<file path="src/rtl/gpu_cmd_sequencer.sv">
// Queued command front-end for the shader array: slave-fed command FIFO, phase sequencer, pixel write-out master.
// Latency: push to FETCH in 2 cycles; WRITE_OUT issues one pixel per accepted beat. Optional GPU_PERF_COUNTERS_EN adds busy/stall counters.
// Backpressure: m1_waitrequest freezes the write-out beat; a push into a full FIFO (no same-cycle pop) is dropped and flagged.
module gpu_cmd_sequencer #(
    parameter int NUM_LANES      = 320,
    parameter int CMD_DEPTH      = 8,
    parameter int PIXEL_BITS     = 16,
    parameter int START_CYCLES   = 2,
    parameter int TIMEOUT_CYCLES = 4096,
    parameter int ADDR_STRIDE    = 2,
    localparam int SEL_W = (NUM_LANES > 1) ? $clog2(NUM_LANES) : 1
) (
    input  logic                  clock,
    input  logic                  reset,
    input  logic [7:0]            s1_address,
    input  logic                  s1_read,
    output logic [31:0]           s1_readdata,
    input  logic                  s1_write,
    input  logic [31:0]           s1_writedata,
    output logic                  s1_waitrequest,
    output logic                  irq,
    output logic [1:0]            lane_op,
    output logic [31:0]           lane_arg,
    output logic                  lane_start,
    input  logic                  lane_done,
    output logic [SEL_W-1:0]      lane_sel,
    input  logic [PIXEL_BITS-1:0] lane_pixel,
    output logic [31:0]           m1_address,
    output logic [PIXEL_BITS-1:0] m1_writedata,
    output logic                  m1_write,
    input  logic                  m1_waitrequest
);
    localparam int PTR_W = (CMD_DEPTH > 1) ? $clog2(CMD_DEPTH) : 1;
    localparam int LVL_W = PTR_W + 1;
    localparam int SC_W  = $clog2(START_CYCLES + 1);
    localparam int TO_W  = $clog2(TIMEOUT_CYCLES + 1);
    localparam logic [1:0] OP_WRITE_OUT = 2'd2;

    typedef enum logic [2:0] {S_IDLE, S_FETCH, S_START, S_WAIT, S_WRITE, S_ERROR} state_t;
    state_t state_q, state_d;

    logic [33:0]      fifo_mem_q [CMD_DEPTH];
    logic [PTR_W-1:0] wr_ptr_q, rd_ptr_q;
    logic [LVL_W-1:0] level_q;
    logic [1:0]       op_q;
    logic [31:0]      arg_q, addr_q;
    logic [SEL_W-1:0] sel_q;
    logic [SC_W-1:0]  start_cnt_q;
    logic [TO_W-1:0]  wait_cnt_q;
    logic             ovf_q, tmo_q, err_q, drain_q;
    logic [1:0]       irq_en_q;
    logic             busy;

    logic        push_req, irq_en_wr, clr, stat_rd, fifo_empty, fifo_full;
    logic        pop, push_ok, ovf_evt, wr_accept, sel_last, start_last, wait_expired;
    logic [33:0] head;
    logic [7:0]  level8;

    assign push_req     = s1_write && (s1_address[7:2] == 6'd0);
    assign irq_en_wr    = s1_write && (s1_address == 8'h04);
    assign clr          = s1_write && (s1_address == 8'h0f) && s1_writedata[0];
    assign stat_rd      = s1_read && (s1_address == 8'h0f);
    assign fifo_empty   = (level_q == '0);
    assign fifo_full    = (level_q == LVL_W'(CMD_DEPTH));
    assign head         = fifo_mem_q[rd_ptr_q];
    assign pop          = (state_q == S_FETCH) && !fifo_empty && !clr;
    // A pop in the same cycle frees the slot, so a push into a full FIFO still lands.
    assign push_ok      = push_req && (!fifo_full || pop);
    assign ovf_evt      = push_req && fifo_full && !pop;
    assign sel_last     = (sel_q == SEL_W'(NUM_LANES - 1));
    assign start_last   = (start_cnt_q == SC_W'(START_CYCLES - 1));
    assign wr_accept    = (state_q == S_WRITE) && !m1_waitrequest;
    assign wait_expired = (state_q == S_WAIT) && !lane_done
                          && (wait_cnt_q == TO_W'(TIMEOUT_CYCLES - 1));
    assign level8       = 8'(level_q);

    always_ff @(posedge clock or negedge reset) begin
        if (!reset) state_q <= S_IDLE;
        else        state_q <= state_d;
    end

    always_comb begin
        state_d = state_q;
        case (state_q)
            S_IDLE:  if (!fifo_empty) state_d = S_FETCH;
            S_FETCH: begin
                if (fifo_empty)                       state_d = S_IDLE;
                else if (head[33:32] == OP_WRITE_OUT) state_d = S_WRITE;
                else                                  state_d = S_START;
            end
            S_START: if (start_last) state_d = S_WAIT;
            S_WAIT: begin
                if (lane_done)         state_d = S_FETCH;
                else if (wait_expired) state_d = S_ERROR;
            end
            S_WRITE: if (wr_accept && sel_last) state_d = S_FETCH;
            default: state_d = state_q;
        endcase
        if (ovf_evt) state_d = S_ERROR;
        if (clr)     state_d = S_IDLE;
    end

    always_comb begin
        lane_start = 1'b0;
        m1_write   = 1'b0;
        case (state_q)
            S_START: lane_start = 1'b1;
            S_WRITE: m1_write   = 1'b1;
            default: ;
        endcase
        busy = (state_q != S_IDLE) && (state_q != S_ERROR);
    end

    always_ff @(posedge clock) begin
        if (push_ok) fifo_mem_q[wr_ptr_q] <= {s1_address[1:0], s1_writedata};
    end

    always_ff @(posedge clock or negedge reset) begin
        if (!reset) begin
            wr_ptr_q <= '0;
            rd_ptr_q <= '0;
            level_q  <= '0;
        end else if (clr) begin
            wr_ptr_q <= '0;
            rd_ptr_q <= '0;
            level_q  <= '0;
        end else begin
            if (push_ok) wr_ptr_q <= wr_ptr_q + 1'b1;
            if (pop)     rd_ptr_q <= rd_ptr_q + 1'b1;
            if (push_ok && !pop)      level_q <= level_q + 1'b1;
            else if (!push_ok && pop) level_q <= level_q - 1'b1;
        end
    end

    always_ff @(posedge clock or negedge reset) begin
        if (!reset) begin
            op_q        <= '0;
            arg_q       <= '0;
            sel_q       <= '0;
            addr_q      <= '0;
            start_cnt_q <= '0;
            wait_cnt_q  <= '0;
        end else begin
            start_cnt_q <= (state_q == S_START) ? start_cnt_q + 1'b1 : '0;
            wait_cnt_q  <= (state_q == S_WAIT)  ? wait_cnt_q + 1'b1  : '0;
            if (pop) begin
                op_q  <= head[33:32];
                arg_q <= head[31:0];
                if (head[33:32] == OP_WRITE_OUT) begin
                    sel_q  <= '0;
                    addr_q <= head[31:0];
                end
            end
            // Address advances incrementally; the running sum wraps at 32 bits.
            if (wr_accept && !sel_last) begin
                sel_q  <= sel_q + 1'b1;
                addr_q <= addr_q + 32'(ADDR_STRIDE);
            end
        end
    end

    always_ff @(posedge clock or negedge reset) begin
        if (!reset) begin
            irq_en_q <= '0;
            ovf_q    <= 1'b0;
            tmo_q    <= 1'b0;
            err_q    <= 1'b0;
            drain_q  <= 1'b0;
        end else begin
            if (irq_en_wr)              irq_en_q <= s1_writedata[1:0];
            if (ovf_evt)                ovf_q    <= 1'b1;
            if (wait_expired)           tmo_q    <= 1'b1;
            if (state_d == S_ERROR)     err_q    <= 1'b1;
            if (stat_rd)                drain_q  <= 1'b0;
            if (state_q == S_FETCH && fifo_empty) drain_q <= 1'b1;
            if (clr) begin
                ovf_q   <= 1'b0;
                tmo_q   <= 1'b0;
                err_q   <= 1'b0;
                drain_q <= 1'b0;
            end
        end
    end

`ifdef GPU_PERF_COUNTERS_EN
    logic [31:0] busy_cycles_q, stall_cycles_q;

    always_ff @(posedge clock or negedge reset) begin
        if (!reset) begin
            busy_cycles_q  <= '0;
            stall_cycles_q <= '0;
        end else if (clr) begin
            busy_cycles_q  <= '0;
            stall_cycles_q <= '0;
        end else begin
            if (busy) busy_cycles_q <= busy_cycles_q + 1'b1;
            if (state_q == S_WRITE && m1_waitrequest) stall_cycles_q <= stall_cycles_q + 1'b1;
        end
    end
`endif

    always_comb begin
        s1_readdata = '0;
        case (s1_address)
            8'h04: s1_readdata = {30'd0, irq_en_q};
            8'h0f: s1_readdata = {16'd0, level8, 4'd0, tmo_q, ovf_q, err_q, busy};
`ifdef GPU_PERF_COUNTERS_EN
            8'h08: s1_readdata = busy_cycles_q;
            8'h09: s1_readdata = stall_cycles_q;
`endif
            default: s1_readdata = '0;
        endcase
    end

    assign s1_waitrequest = 1'b0;
    assign irq            = (drain_q & irq_en_q[0]) | (err_q & irq_en_q[1]);
    assign lane_op        = op_q;
    assign lane_arg       = arg_q;
    assign lane_sel       = sel_q;
    assign m1_address     = addr_q;
    assign m1_writedata   = lane_pixel;

endmodule

</file>
<file path="config.mk">
export PLATFORM = sky130hd
export DESIGN_NAME = gpu_cmd_sequencer
export DESIGN_NICKNAME = d
export VERILOG_FILES = /design/src/rtl/gpu_cmd_sequencer.sv
export SDC_FILE = /design/constraint.sdc
export NUM_CORES = 1
export LEC_CHECK = 0
export ABC_AREA = 1
export CAP_MARGIN = 20
export CELL_PAD_IN_SITES_DETAIL_PLACEMENT = 0
export CELL_PAD_IN_SITES_GLOBAL_PLACEMENT = 2
export CORE_MARGIN = 4
export CORE_UTILIZATION = 40
export DETAILED_ROUTE_END_ITERATION = 16
export PLACE_DENSITY_LB_ADDON = 0.1
export SETUP_SLACK_MARGIN = 0.02
export SYNTH_ARGS = -nofsm -noshare
export SYNTH_HDL_FRONTEND = slang
export SYNTH_SLANG_ARGS = --single-unit
</file>
<file path="constraint.sdc">
create_clock -name clock -period 8.4 [get_ports clock]
set_input_delay 1.68 -clock clock [delete_from_list [all_inputs] [get_ports clock]]
set_output_delay 1.68 -clock clock [all_outputs]
set_load 0.01 [all_outputs]
</file>
==> out/qor.txt <==
leakage - 7.32 nW
first-pass GRT wire length - 70000 um
clk buf depth - 3
Synth cell types - 50
Pint - 4.06 mW
total power - 6.49 mW
Synth Area in XOR/XNOR - 0.0116
mux contribution to synthesized area - 0.00196
Core Region - 0.0409 mm2
Synth Cell Area - 0.0166 mm2
Slew HR - 0.355
Post-Synth Simple-Gate Area - 0.155
Met3 Wirelength - 2700 um
Overflow after GRT - 0
max-cap viol count - 0
htree depth - 2
Reg power frac - 0.384
CTS Buf Count - 43
vias in the first global route - 11100
Slew @ Worst Pin - 958 ps
ys flop type - edfxtp_1
setup bufs post-CTS - 0
Nets - 1721
CTS tree - done
Routed Antenna Nets - 0
RSZ-0062 raised after global routing - false
ordered cell list for the critical path - clkdlybuf4s50_1 -> nand2_1 -> nor2_1 -> nand2_1 -> o31ai_1 -> clkdlybuf4s50_1
hold_ws - 440 ps
Synth Area in Compound Gates - 0.105
crit start category - primary input
IR drop worst, VDD - 171 uV
via count - 11500
Worst-Skew Late Latency - 560 ps
Area Growth Syn to Fin - 18.0%
PortBufs - 131
Hold-fix buffers, CTS - 0
main combinational cell family by area after synthesis - simple AND/OR/NAND/NOR gates
largest net degree at the start of global routing - 96
pre-CTS setup slack - 2990 ps
asr flop ratio synth - 0.286
Mapped Avg Cell Area - 10.8 um2
Die Ht - 211 um
sum of negative setup slack - 0 ps
DRC viols - 0
chip width - 211 um
status - complete, no violations
initial antenna violation count - 5
Crit path max-delay family - buffers and inverters
number of synthesized flops with an enable pin - 272
Critical Path AT - 3680 ps
Detail Placement HPWL - 29200 um
Power Dens Cells - 332 mW/mm2
Post-CTS Resized - 0
Max Fclk - 0.187 GHz
clock tree root driver cell - clkbuf_16
initial drt markers - 973
IO Count - 189
Met1 Wirelength - 21400 um
Post-Route Skew - 15.9 ps
Final setup violation count - 0
Worst Setup Path Type - in -> out
met2 wire len - 21200 um
# clock sinks - 381
Mapped Cells - 1538
Setup crit end kind - output pin
Clock Power Share - 0.282
register area share after synthesis - 0.658
CTS clk-pin slew, worst paths - 60 ps
Buf/Inv on CP - 2
All-Layer GR Usage - 0.206
WL final - 46200 um
routability cong. - 0.827
CP max stage delay - 660 ps
die area - 0.0447 mm2
Adder-Cell Fraction of Synth Area - 0.00725
Sw Pwr - 2.43 mW
post-route worst setup slack - 3040 ps
DR pass1 iterations - 5
Slew Viols, Final - 0
DR top layer - met5
sw frac - 0.374
Initial Utilization - 0.405
CP max-delay cell - clkdlybuf4s50_1
CP required - 6720 ps
worst min-delay path category - reg -> reg
share of cells above drive strength 1 - 0.0727
Hold Fails Final Rpt - 0
Yosys reg bits - 381
row count - 74
CP max FO - 10
DR vias/cell - 5.19
fin crit share - 0.638
Syn. warnings - 0
post-route minimum period - 5360 ps
Routed WL per cell - 20.9 um
Logic pwr share - 0.335
## layout by cell type (no fill, tap or decap), types with 20 or more instances in the layout
cell type	n
conb_1	25
o22ai_1	61
buf_4	24
a31oi_1	27
dfrtp_1	107
nand2_1	258
inv_1	83
nand3_1	59
nor3_1	20
nor2_1	229
o21ai_0	156
edfxtp_1	272
clkbuf_16	44
clkdlybuf4s50_1	130
## power by group through the flow
stage / clock network (mW) / registers, mW / logic [mW]
after floorplan: 0 / 2.47 / 1.28
after global placement: 0 / 2.52 / 2.18
after CTS: 1.88 / 2.49 / 2.20
after detailed placement: 0 / 2.52 / 2.19
after global routing: 1.97 / 2.52 / 2.42
final: 1.83 / 2.49 / 2.17
## Yosys cell counts, types with 3 or more instances
library cell / n / share of area
edfxtp_1: 272 / 0.49
nand2_1: 258 / 0.058
nor2_1: 229 / 0.052
o21ai_0: 156 / 0.047
dfrtp_1: 109 / 0.16
inv_1: 83 / 0.019
o22ai_1: 61 / 0.023
nand3_1: 59 / 0.018
buf_4: 47 / 0.021
clkbuf_1: 31 / 0.0070
nor3_1: 28 / 0.0085
a31oi_1: 27 / 0.010
buf_2: 25 / 0.0076
a21oi_1: 19 / 0.0057
xor2_1: 17 / 0.0090
o211ai_1: 16 / 0.0073
nand4_1: 12 / 0.0045
o21ai_1: 12 / 0.0036
ha_1: 8 / 0.0060
inv_2: 7 / 0.0016
buf_6: 6 / 0.0041
o21a_1: 6 / 0.0027
nand2_2: 5 / 0.0019
xnor2_1: 5 / 0.0026
nand3b_1: 4 / 0.0018
nor3b_1: 3 / 0.0014
## worst paths after layout
kind | slack [ps] | start | to | cells after the start
worst max-delay path | 3040 | s1_address[1] | s1_readdata[0] | 6
worst min register to register | 440 | start_cnt_q[0] | start_cnt_q[0] | 1
max in group asynchronous | 5860 | reset | rd_ptr_q[0] | 2
worst max register to register | 5050 | rd_ptr_q[1] | m1_address[19] | 10
min in group asynchronous | 1250 | reset | m1_address[30] | 1
worst min-delay path | 440 | start_cnt_q[0] | start_cnt_q[0] | 1
## metrics by stage
step	util	instances	cell area, um2
6_report	0.477	2211	19500
3_3_place_gp	0.444	2137	18200
3_5_place_dp	0.444	2137	18200
2_1_floorplan	-	1562	16700
4_1_cts	0.477	2210	19500
5_1_grt	0.477	2210	19500
## routing by layer
metal,vias up,track usage
li1,5527,-
met1,5584,0.296
met2,290,0.324
met3,67,0.0378
met4,6,0.0551
met5,-,0
## final cells by class
cell class	count	area, um2
diodes	1	2.50
clock buffers	50	1120
clock inverters	23	239
fillers	3817	21400
inverters	93	354
multi-input cells	977	4770
flip-flops and latches	381	10900
well taps	532	666
repair buffers	154	1480
## sequential cells by signal (all words and copies together), names as in the netlist
register and cells:
wr_ptr_q 3, irq_en_q 2, start_cnt_q 2, state_q 3, lane_op 2, ovf_q 1, tmo_q 1, level_q 4
fifo_mem_q 272, m1_address 32, err_q 1, rd_ptr_q 3, lane_arg 32, drain_q 1, lane_sel 9, wait_cnt_q 13
## cells by family (layout without fill, tap and decap cells)
logic type               Yosys count  count (layout)
AND/OR/NAND/NOR                  612             612
flip-flops                       381             381
AO/OA/AOI/OAI                    306             306
buffers and inverters            204             320
XOR/XNOR                          22              22
adder cells (fa/ha/maj)            9               9
multiplexers                       3               3
other                              1              26
(Power assumes the default switching activity.)
